## src/rtl/wb_pkg.sv

```systemverilog
// rtl/wb_pkg.sv - shared widths, request type and log2 helper for the register-file write arbiter
package wb_pkg;

  localparam int ADDR_W = 5;
  localparam int DATA_W = 32;

  typedef struct packed {
    logic [ADDR_W-1:0] addr;
    logic [DATA_W-1:0] data;
  } wb_req_t;

  function automatic int wb_clog2(input int depth);
    int r;
    r = 0;
    while ((1 << r) < depth) r++;
    return r;
  endfunction

endpackage

```

## src/rtl/wb_write_arbiter_if.sv

```systemverilog
// rtl/wb_write_arbiter_if.sv - port A/B request and register-file write bundle
// Forwarding lookup signals exist only when WB_FWD_EN is defined.
interface wb_write_arbiter_if #(
  parameter int ADDR_W = 5,
  parameter int DATA_W = 32
);
  logic              a_we_i;
  logic [ADDR_W-1:0] a_addr_i;
  logic [DATA_W-1:0] a_data_i;
  logic              b_valid_i;
  logic              b_ready_o;
  logic [ADDR_W-1:0] b_addr_i;
  logic [DATA_W-1:0] b_data_i;
  logic [ADDR_W-1:0] RDaddr_o;
  logic [DATA_W-1:0] RDdata_o;
  logic              RegWrite_o;
  logic              pending_o;
`ifdef WB_FWD_EN
  logic [ADDR_W-1:0] fwd_addr_i;
  logic              fwd_hit_o;
  logic [DATA_W-1:0] fwd_data_o;
`endif

  modport master (
    output a_we_i, a_addr_i, a_data_i, b_valid_i, b_addr_i, b_data_i,
    input  b_ready_o, RDaddr_o, RDdata_o, RegWrite_o, pending_o
`ifdef WB_FWD_EN
    , output fwd_addr_i
    , input  fwd_hit_o, fwd_data_o
`endif
  );

  modport slave (
    input  a_we_i, a_addr_i, a_data_i, b_valid_i, b_addr_i, b_data_i,
    output b_ready_o, RDaddr_o, RDdata_o, RegWrite_o, pending_o
`ifdef WB_FWD_EN
    , input  fwd_addr_i
    , output fwd_hit_o, fwd_data_o
`endif
  );

endinterface

```

## src/rtl/wb_fifo.sv

```systemverilog
// rtl/wb_fifo.sv - in-order queue for port B writes that lost arbitration
// With WB_FWD_EN defined, storage, valid mask and read pointer are exported.
module wb_fifo
  import wb_pkg::*;
#(
  parameter int  DEPTH = 4,
  parameter type T     = wb_req_t,
  parameter int  PW    = wb_clog2(DEPTH)
) (
  input  logic          clk,
  input  logic          rst_n,
  input  logic          push,
  input  logic          pop,
  input  T              din,
  output logic          full,
  output logic          empty,
  output logic [PW:0]   count,
  output T              head
`ifdef WB_FWD_EN
  ,
  output T              mem_o [DEPTH],
  output logic [DEPTH-1:0] valid_o,
  output logic [PW-1:0] rd_ptr_o
`endif
);

  T              mem [DEPTH];
  logic [PW-1:0] wr_ptr;
  logic [PW-1:0] rd_ptr;
  logic          do_push;
  logic          do_pop;

  assign full    = (count == (PW+1)'(DEPTH));
  assign empty   = (count == '0);
  assign do_push = push && !full;
  assign do_pop  = pop && !empty;
  assign head    = mem[rd_ptr];

  always_ff @(posedge clk or negedge rst_n) begin
    if (!rst_n) begin
      wr_ptr <= '0;
      rd_ptr <= '0;
      count  <= '0;
    end else begin
      if (do_push) wr_ptr <= wr_ptr + PW'(1);
      if (do_pop)  rd_ptr <= rd_ptr + PW'(1);
      case ({do_push, do_pop})
        2'b10:   count <= count + (PW+1)'(1);
        2'b01:   count <= count - (PW+1)'(1);
        default: count <= count;
      endcase
    end
  end

  // Storage is not reset; only entries inside the pointer window are meaningful.
  always_ff @(posedge clk) begin
    if (do_push) mem[wr_ptr] <= din;
  end

`ifdef WB_FWD_EN
  assign mem_o    = mem;
  assign rd_ptr_o = rd_ptr;

  always_comb begin
    valid_o = '0;
    for (int i = 0; i < DEPTH; i++) begin
      valid_o[i] = ({1'b0, PW'(i) - rd_ptr} < count);
    end
  end
`endif

endmodule

```

## src/rtl/wb_write_arbiter.sv

```systemverilog
// rtl/wb_write_arbiter.sv - merges pipeline (A) and multi-cycle (B) writes onto the register-file write port
// Optional forwarding lookup over in-flight writes is enabled by WB_FWD_EN.
module wb_write_arbiter #(
  parameter int DEPTH  = 4,
  parameter int ADDR_W = 5,
  parameter int DATA_W = 32
) (
  input  logic clk_i,
  input  logic rst_i,
  wb_write_arbiter_if.slave bus
);
  import wb_pkg::*;

  localparam int PW = wb_clog2(DEPTH);

  typedef struct packed {
    logic [ADDR_W-1:0] addr;
    logic [DATA_W-1:0] data;
  } req_t;

  logic              a_sel;
  logic              b_xfer;
  logic              b_live;
  logic              push;
  logic              pop;
  logic              full;
  logic              empty;
  logic [PW:0]       count;
  req_t              b_req;
  req_t              head;
  logic              reg_write;
  logic [ADDR_W-1:0] rd_addr;
  logic [DATA_W-1:0] rd_data;

  // Writes to r0 are dropped here; a B request to r0 is still consumed.
  assign a_sel  = bus.a_we_i && (bus.a_addr_i != '0);
  assign b_xfer = bus.b_valid_i && !full;
  assign b_live = b_xfer && (bus.b_addr_i != '0);
  assign pop    = !a_sel && !empty;
  assign push   = b_live && (a_sel || !empty);
  assign b_req  = '{addr: bus.b_addr_i, data: bus.b_data_i};

`ifdef WB_FWD_EN
  req_t              fifo_mem [DEPTH];
  logic [DEPTH-1:0]  fifo_valid;
  logic [PW-1:0]     fifo_rd_ptr;
`endif

  wb_fifo #(
    .DEPTH (DEPTH),
    .T     (req_t),
    .PW    (PW)
  ) u_fifo (
    .clk      (clk_i),
    .rst_n    (rst_i),
    .push     (push),
    .pop      (pop),
    .din      (b_req),
    .full     (full),
    .empty    (empty),
    .count    (count),
    .head     (head)
`ifdef WB_FWD_EN
    ,
    .mem_o    (fifo_mem),
    .valid_o  (fifo_valid),
    .rd_ptr_o (fifo_rd_ptr)
`endif
  );

  always_ff @(posedge clk_i or negedge rst_i) begin
    if (!rst_i) begin
      reg_write <= 1'b0;
      rd_addr   <= '0;
      rd_data   <= '0;
    end else if (a_sel) begin
      reg_write <= 1'b1;
      rd_addr   <= bus.a_addr_i;
      rd_data   <= bus.a_data_i;
    end else if (!empty) begin
      reg_write <= 1'b1;
      rd_addr   <= head.addr;
      rd_data   <= head.data;
    end else if (b_live) begin
      reg_write <= 1'b1;
      rd_addr   <= bus.b_addr_i;
      rd_data   <= bus.b_data_i;
    end else begin
      reg_write <= 1'b0;
    end
  end

  assign bus.RegWrite_o = reg_write;
  assign bus.RDaddr_o   = rd_addr;
  assign bus.RDdata_o   = rd_data;
  assign bus.b_ready_o  = !full;
  assign bus.pending_o  = reg_write || (count != '0);

`ifdef WB_FWD_EN
  logic              fwd_hit;
  logic [DATA_W-1:0] fwd_data;
  logic [PW-1:0]     idx;

  // Scan oldest to youngest so the youngest matching write overrides.
  always_comb begin
    fwd_hit  = 1'b0;
    fwd_data = '0;
    idx      = '0;
    if (bus.fwd_addr_i != '0) begin
      if (reg_write && (rd_addr == bus.fwd_addr_i)) begin
        fwd_hit  = 1'b1;
        fwd_data = rd_data;
      end
      for (int k = 0; k < DEPTH; k++) begin
        idx = fifo_rd_ptr + PW'(k);
        if (fifo_valid[idx] && (fifo_mem[idx].addr == bus.fwd_addr_i)) begin
          fwd_hit  = 1'b1;
          fwd_data = fifo_mem[idx].data;
        end
      end
    end
  end

  assign bus.fwd_hit_o  = fwd_hit;
  assign bus.fwd_data_o = fwd_data;
`endif

endmodule
```

## src/flat_wrapper.sv

```systemverilog
// flat-port wrapper written by rule: the top's interface ports become plain ports
module wb_write_arbiter_flat import wb_pkg::*;
#(
  parameter int DEPTH  = 4,
  parameter int ADDR_W = 5,
  parameter int DATA_W = 32
)
  (clk_i, rst_i, bus_a_we_i, bus_a_addr_i, bus_a_data_i, bus_b_valid_i, bus_b_addr_i, bus_b_data_i, bus_b_ready_o, bus_RDaddr_o, bus_RDdata_o, bus_RegWrite_o, bus_pending_o);
  wb_write_arbiter_if #(.ADDR_W(ADDR_W), .DATA_W(DATA_W)) bus_i ();
  input  logic clk_i;
  input  logic rst_i;
  input wire logic [$bits(bus_i.a_we_i)-1:0] bus_a_we_i;
  input wire logic [$bits(bus_i.a_addr_i)-1:0] bus_a_addr_i;
  input wire logic [$bits(bus_i.a_data_i)-1:0] bus_a_data_i;
  input wire logic [$bits(bus_i.b_valid_i)-1:0] bus_b_valid_i;
  input wire logic [$bits(bus_i.b_addr_i)-1:0] bus_b_addr_i;
  input wire logic [$bits(bus_i.b_data_i)-1:0] bus_b_data_i;
  output wire logic [$bits(bus_i.b_ready_o)-1:0] bus_b_ready_o;
  output wire logic [$bits(bus_i.RDaddr_o)-1:0] bus_RDaddr_o;
  output wire logic [$bits(bus_i.RDdata_o)-1:0] bus_RDdata_o;
  output wire logic [$bits(bus_i.RegWrite_o)-1:0] bus_RegWrite_o;
  output wire logic [$bits(bus_i.pending_o)-1:0] bus_pending_o;
  assign bus_i.a_we_i = bus_a_we_i;
  assign bus_i.a_addr_i = bus_a_addr_i;
  assign bus_i.a_data_i = bus_a_data_i;
  assign bus_i.b_valid_i = bus_b_valid_i;
  assign bus_i.b_addr_i = bus_b_addr_i;
  assign bus_i.b_data_i = bus_b_data_i;
  assign bus_b_ready_o = bus_i.b_ready_o;
  assign bus_RDaddr_o = bus_i.RDaddr_o;
  assign bus_RDdata_o = bus_i.RDdata_o;
  assign bus_RegWrite_o = bus_i.RegWrite_o;
  assign bus_pending_o = bus_i.pending_o;
  wb_write_arbiter #(.DEPTH(DEPTH), .ADDR_W(ADDR_W), .DATA_W(DATA_W)) u_core (.clk_i(clk_i), .rst_i(rst_i), .bus(bus_i));
endmodule
```

## config.mk

```make
export PLATFORM = sky130hd
export DESIGN_NAME = wb_write_arbiter_flat
export DESIGN_NICKNAME = d
export VERILOG_FILES = /design/src/rtl/wb_pkg.sv /design/src/rtl/wb_write_arbiter_if.sv /design/src/rtl/wb_fifo.sv /design/src/rtl/wb_write_arbiter.sv /design/src/flat_wrapper.sv
export SDC_FILE = /design/constraint.sdc
export NUM_CORES = 1
export LEC_CHECK = 0
export BUFFER_PORTS_ARGS = -buffer_cell sky130_fd_sc_hd__buf_2
export CORE_UTILIZATION = 57
export DETAILED_ROUTE_END_ITERATION = 6
export HOLD_SLACK_MARGIN = 0.08
export PLACE_DENSITY_LB_ADDON = 0.15
export SKIP_LAST_GASP = 1
export SLEW_MARGIN = 20
export SYNTH_ARGS = -nofsm -noshare
export SYNTH_HDL_FRONTEND = slang
export SYNTH_SLANG_ARGS = --single-unit
```

## constraint.sdc

```tcl
create_clock -name clk_i -period 3.7 [get_ports clk_i]
set_clock_uncertainty 0.05 [all_clocks]
set_input_delay 0.74 -clock clk_i [delete_from_list [all_inputs] [get_ports clk_i]]
set_output_delay 0.74 -clock clk_i [all_outputs]
set_load 0.01 [all_outputs]
```

; ---- Word level (Yosys, flattened, before mapping)
; Memories as Yosys holds them, arrays and structs flattened.
; Cells that the tools add are included.
[op_classes]
add_sub_neg = 4
eq_ne = 4
muxes = 12
reduce_logical = 17
[op_table]
columns = operator, count
row1 = 2-to-1 mux 32 bit, 3
row2 = 2-to-1 mux 5 bit, 3
row3 = nonzero test 5 bit, 2
row4 = logical AND 1 bit, 7
row5 = one-hot mux 3 bit (2 select lines), 1
row6 = 2-to-1 mux 1 bit, 5
row7 = "adder 2 x 1 -> 2 bit, second input constant", 2
row8 = "adder 3 x 1 -> 3 bit, second input constant", 1
row9 = "equality test 3 bit, second input constant", 1
row10 = zero test 1 bit, 3
row11 = zero test 3 bit, 1
row12 = "!= test 3 x 1 -> 1 bit, second input constant", 1
row13 = nonzero test 3 bit, 1
row14 = "subtractor 3 x 1 -> 3 bit, second input constant", 1
row15 = "equality test 2 x 1 -> 1 bit, second input constant", 1
row16 = "equality test 2 bit, second input constant", 1
row17 = logical OR 1 bit, 2
row18 = nonzero test 2 bit, 1
[word_totals]
ff_bits = 45
inputBits = 78
output_inout_bits = 40
ramBits = 148
word_cells = 44
n_memories = 1
[memory_table]
columns = memory, words, word_bits, read_ports, rd_clocked_by_memory_dff, wr, line_no
row1 = u_core.u_fifo.mem, 4, 37, 1, 0, 1, wb_fifo.sv:27  ; T mem [DEPTH];

; ---- Depth between registers and ports, before layout
[logic_depth]
depth_word = 8
ltp_mapped = 11

; ---- Hierarchy
; A second synthesis with hierarchy kept.
[unflattened]
cells_unflattened = 406
area_unflattened_um2 = 8154.1
[by_module_without_submodules]
columns = mod, area_per_inst_um2, cells_per_inst, seq_area_each_um2, n_inst
row1 = wb_fifo, 5755.5, 230, 4619.4, 1
row2 = wb_write_arbiter, 2398.6, 176, 950.9, 1

; ---- Least setup slack after synthesis
; No wires, ideal clock.
[synth_path]
kind = input to register
startpoint = input bus_b_addr_i[0]
endpoint = register u_core.u_fifo.count[2]
n_path_buf = 1
cell_stages = 11
arrival_ps = 2897
path_slack_ps = 674
setup_ps = 79
required_ps = 3571
cell_sequence = or4_1 > o211a_1 > buf_6 > a21boi_1 > inv_1 > ha_1 > inv_1 > fa_1 > xor2_1 > nor2_1 > xor2_1
[synth_via]
elab_chain_len = 6
[synth_lines]
columns = item, line_no
row1 = start: declaration, flat_wrapper.sv:16  ; input wire logic [$bits(bus_i.b_addr_i)-1:0] bus_b_addr_i;
row2 = nonzero test 5 bit (*), wb_write_arbiter.sv:38  ; assign b_live = b_xfer && (bus.b_addr_i != '0);
row3 = logical AND 1 bit (*), wb_write_arbiter.sv:38
row4 = logical AND 1 bit (*), wb_write_arbiter.sv:40  ; assign push = b_live && (a_sel || !empty);
row5 = logical AND 1 bit (*), wb_fifo.sv:35  ; assign do_push = push && !full;
row6 = equality test 2 x 1 -> 1 bit or equality test 2 bit (tied branches), wb_fifo.sv:47  ; case ({do_push, do_pop})
row7 = one-hot mux 3 bit (2 select lines) or nonzero test 2 bit (tied branches), -
row8 = end signal: assignment, wb_fifo.sv:48  ; 2'b10: count <= count + (PW+1)'(1);
row9 = end signal: assignment, wb_fifo.sv:49  ; 2'b01: count <= count - (PW+1)'(1);
row10 = end signal: assignment, wb_fifo.sv:50  ; default: count <= count;
row11 = end: declaration, wb_fifo.sv:17  ; output logic [PW:0] count,
; Mark *: on every way between the ends. The rest lies on a longest branch, timed or not.
; A chain may end at the register's enable or synchronous reset.

; ---- Worst setup path in the final report
[layout_path]
startpoint = register u_core.u_fifo.count[2]
endpoint = memory u_core.u_fifo.mem[1][19] in the netlist's numbering (enable)
[layout_via]
elab_chain_len = 8
[layout_lines]
columns = item, line_no
row1 = equality test 3 bit, wb_fifo.sv:33  ; assign full = (count == (PW+1)'(DEPTH));
row2 = zero test 1 bit, "wb_fifo.sv:35, wb_write_arbiter.sv:37"
row3 = logical AND 1 bit, wb_write_arbiter.sv:37  ; assign b_xfer = bus.b_valid_i && !full;
row4 = logical AND 1 bit, wb_write_arbiter.sv:38
row5 = logical AND 1 bit, wb_write_arbiter.sv:40
row6 = logical AND 1 bit (*), wb_fifo.sv:35
row7 = 2-to-1 mux 1 bit (*), wb_fifo.sv:57  ; if (do_push) mem[wr_ptr] <= din;
row8 = 2-to-1 mux 1 bit (not written as such) (*), wb_fifo.sv:57
row9 = end: declaration, wb_fifo.sv:27
; Marked as above.

==> metrics.md <==
| Metric | Value |
|---|---|
| Pleak | 0.00352 uW |
| Routability Congestion | 0.879 |
| Port bufs | 117 |
| Seq/Total Area, Yosys | 0.690 |
| R2R cell count | 4 |
| GRT overflow | 0 |
| Final min period | 2740 ps |
| CP Max Fanout | 37 |
| Post-synthesis simple-gate area fraction | 0.0415 |
| CORE AREA | 0.0138 mm^2 |
| Worst Hold Slack | 272 ps |
| CTS Buf Count | 17 |
| Worst-margin pin slew | 1080 ps |
| Worst r2r src | u_core.u_fifo.count[2] |
| Die ar. | 0.0146 mm^2 |
| Largest family of logic cells by synthesized area | multiplexers |
| Required time of the critical path | 3690 ps |
| Cell variety after synth | 36 |
| Mapped Cells | 454 |
| Xor and xnor area share after synthesis | 0.00651 |
| Seq cells post-synth | 193 |
| Synthesized area | 0.00808 mm^2 |
| CTS tree | built |
| Worst vdd ir | 0.467 mV |
| Max_slew headroom | 0.277 |
| FILL cells | 919 |
| # clock sinks | 193 |
| Dpl hpwl | 10.0 mm |
| Largest area contributor in the netlist | edfxtp_1 |
| Overall power | 7560 uW |
| Highest clock rate | 0.365 GHz |
| Worst R2R End | u_core.u_fifo.mem[1][19] |
| Final ANT Viol Nets | 0 |
| Power Density | 800 mW/mm^2 |
| Adder-cell share of the synthesized area | 0.0102 |
| Post-cts hold buffer count | 0 |
| Mean post-synth cell area | 17.8 um^2 |
| Worst skew pair latency | 430 ps |
| Die X-Extent | 121 um |
| Worst R2R Setup Slack | 960 ps |
| Setup TNS Final | 0 ps |
| DRT iter0 DRCs | 300 |
| Synth Area in Compound Gates | 0.0356 |
| Share of cells above drive strength 1 | 0.410 |
| FP Rows | 43 |
| Final hold violation count | 0 |
| CTS resizes | 0 |
| Final setup vio count | 0 |
| Unrepaired setup endpoints after global routing | no |
| Largest net degree at the start of global routing | 46 |
| Htree depth | 4 |
| Clock slew at reported path FFs | 60 ps |
| Vias in the first global route | 4,726 |
| CP Class | register to register |
| Final nets | 649 |
| Final WL | 17.2 mm |
| Post-CTS setup buffer count | 0 |
| Final std cells w/o fill | 759 |
| Yosys warnings | 0 |
| # DRC | 0 |
| Cell Area, Placed | 0.00880 mm^2 |
| Routed vias/inst | 6.00 |
| CTS root buffer | clkbuf_16 |
| Post-synth top area share | 0.550 |
| Synth top area cells | edfxtp_1, dfrtp_1, mux4_2, mux2_2, mux2i_1 |
| Drt wl/cell | 22.6 um |
| Gr usage total | 0.253 |
| Status | complete, no violations |
| Global-route wire length before repair | 26.4 mm |
| Num ports | 118 |
| Initial DRT Pass Iterations | 5 |
| Initial antenna violation count | 1 |
| Post-synthesis mux area share | 0.193 |
| Crit path capture type | register |
| Syn_nets | 538 |
| Die Span Y | 121 um |
| Post-route cell area | 0.00945 mm^2 |
| Final period utilization | 0.741 |
| Initial Util | 0.584 |
| Cells after DPL | 726 |
| Via count | 4,553 |
| Critical path arrival | 2730 ps |
| CTS max path bufs | 2 |
| CP Launch Type | register |
| Area Growth Syn to Fin | 17.0% |
| Hold Path Class | primary input to asynchronous set/reset pin |
| Max-slew violations | 0 |
| Max cap viols | 0 |
## worst max path at each step
stage | startpoint | endpoint
2_1_floorplan | bus_b_addr_i[0] | u_core.u_fifo.count[2]
3_3_place_gp | bus_b_addr_i[0] | u_core.u_fifo.count[2]
3_5_place_dp | bus_b_addr_i[0] | u_core.u_fifo.count[2]
4_1_cts | u_core.u_fifo.count[2] | u_core.u_fifo.mem[1][19]
5_1_grt | u_core.u_fifo.count[2] | u_core.u_fifo.mem[1][19]
6_report | u_core.u_fifo.count[2] | u_core.u_fifo.mem[1][19]
## cell usage in the layout, fill, tap and decap left out, types with 2 or more instances in the layout
master	synthesis	final
edfxtp_1	148	148
bufinv_16	0	5
dfrtp_2	0	2
o41ai_1	2	2
xnor2_1	3	3
nor2_1	9	9
buf_4	0	7
o21ai_0	3	3
or4_1	2	2
inv_1	6	6
xor2_1	3	3
mux2_2	34	34
clkinv_2	0	4
a2bb2oi_1	3	3
clkbuf_16	0	17
nand2_1	5	5
mux4_2	37	37
buf_2	5	116
mux2i_1	33	33
and2_2	0	3
a21oi_1	32	32
a211o_1	3	3
ha_1	5	5
clkinvlp_4	0	3
nor4_1	32	32
dfrtp_1	45	43
## cells by family after synthesis
family,after synthesis
multiplexers,105
AND/OR/NAND/NOR,58
flip-flops,193
XOR/XNOR,6
adder cells (fa/ha/maj),6
AO/OA/AOI/OAI,48
buffers and inverters,38
## Yosys cell counts
master / instances
a211o_1: 3
a21boi_1: 1
a21oi_1: 32
a2bb2oi_1: 3
a32oi_1: 1
and2_1: 4
buf_1: 3
buf_2: 5
buf_6: 5
clkbuf_1: 19
dfrtp_1: 45
edfxtp_1: 148
fa_1: 1
ha_1: 5
inv_1: 6
mux2_2: 34
mux2_4: 1
mux2i_1: 33
mux4_2: 37
nand2_1: 5
nand2b_1: 1
nand3_1: 1
nor2_1: 9
nor3_1: 1
nor4_1: 32
o211a_1: 1
o21a_1: 1
o21ai_0: 3
o21ai_2: 1
o41ai_1: 2
or3_1: 1
or3_4: 1
or3b_2: 1
or4_1: 2
xnor2_1: 3
xor2_1: 3
## registers in the layout, summed over array words and instances, names as in the netlist
| register | cells |
|---|---|
| u_core.u_fifo.mem | 148 |
| u_core.bus.RDdata_o | 32 |
| u_core.bus.RDaddr_o | 5 |
| u_core.u_fifo.count | 3 |
| u_core.u_fifo.rd_ptr | 2 |
| u_core.u_fifo.wr_ptr | 2 |
| u_core.bus.RegWrite_o | 1 |
## per-layer routing
metal  wire length (um)  vias to the layer above  share of wire  global-route usage
met3                894                       18          0.052              0.0536
met5                  0                        -              0                   0
met4                241                        0          0.014              0.0895
met2               8730                      157           0.51               0.414
met1               7290                     2336           0.43               0.338
li1                   -                     2042              -                   -
## through the flow
step                utilization  setup slack (ps)
floorplan                     -               674
global placement          0.637               610
detailed placement        0.637               548
CTS                       0.683               922
global route              0.683               843
finish                    0.683               958
## critical path: stages, from the launching register on
cell	delay, ps
dfrtp_1	420
or3b_2	250
o211a_1	170
a21boi_1	480
and2_2	980
## report_power, final
group / switching [uW] / internal [uW] / total [uW]
logic: 1090 / 1150 / 2240
clock network: 768 / 1190 / 1960
registers: 405 / 2950 / 3360
total: 2260 / 5300 / 7560
## cell type report
type                            count  area (um^2)  share of cell area
Clock inverter                     15          214              0.0226
Tap cell                          180          225              0.0238
Antenna cell                        1         2.50            0.000265
Inverter                            6         22.5             0.00238
Multi-Input combinational cell    223         2330               0.247
Timing Repair Buffer              124          653              0.0691
Sequential cell                   193         5570               0.590
Clock buffer                       17          425              0.0450
Note: power is estimated with default switching activity, not from simulation.
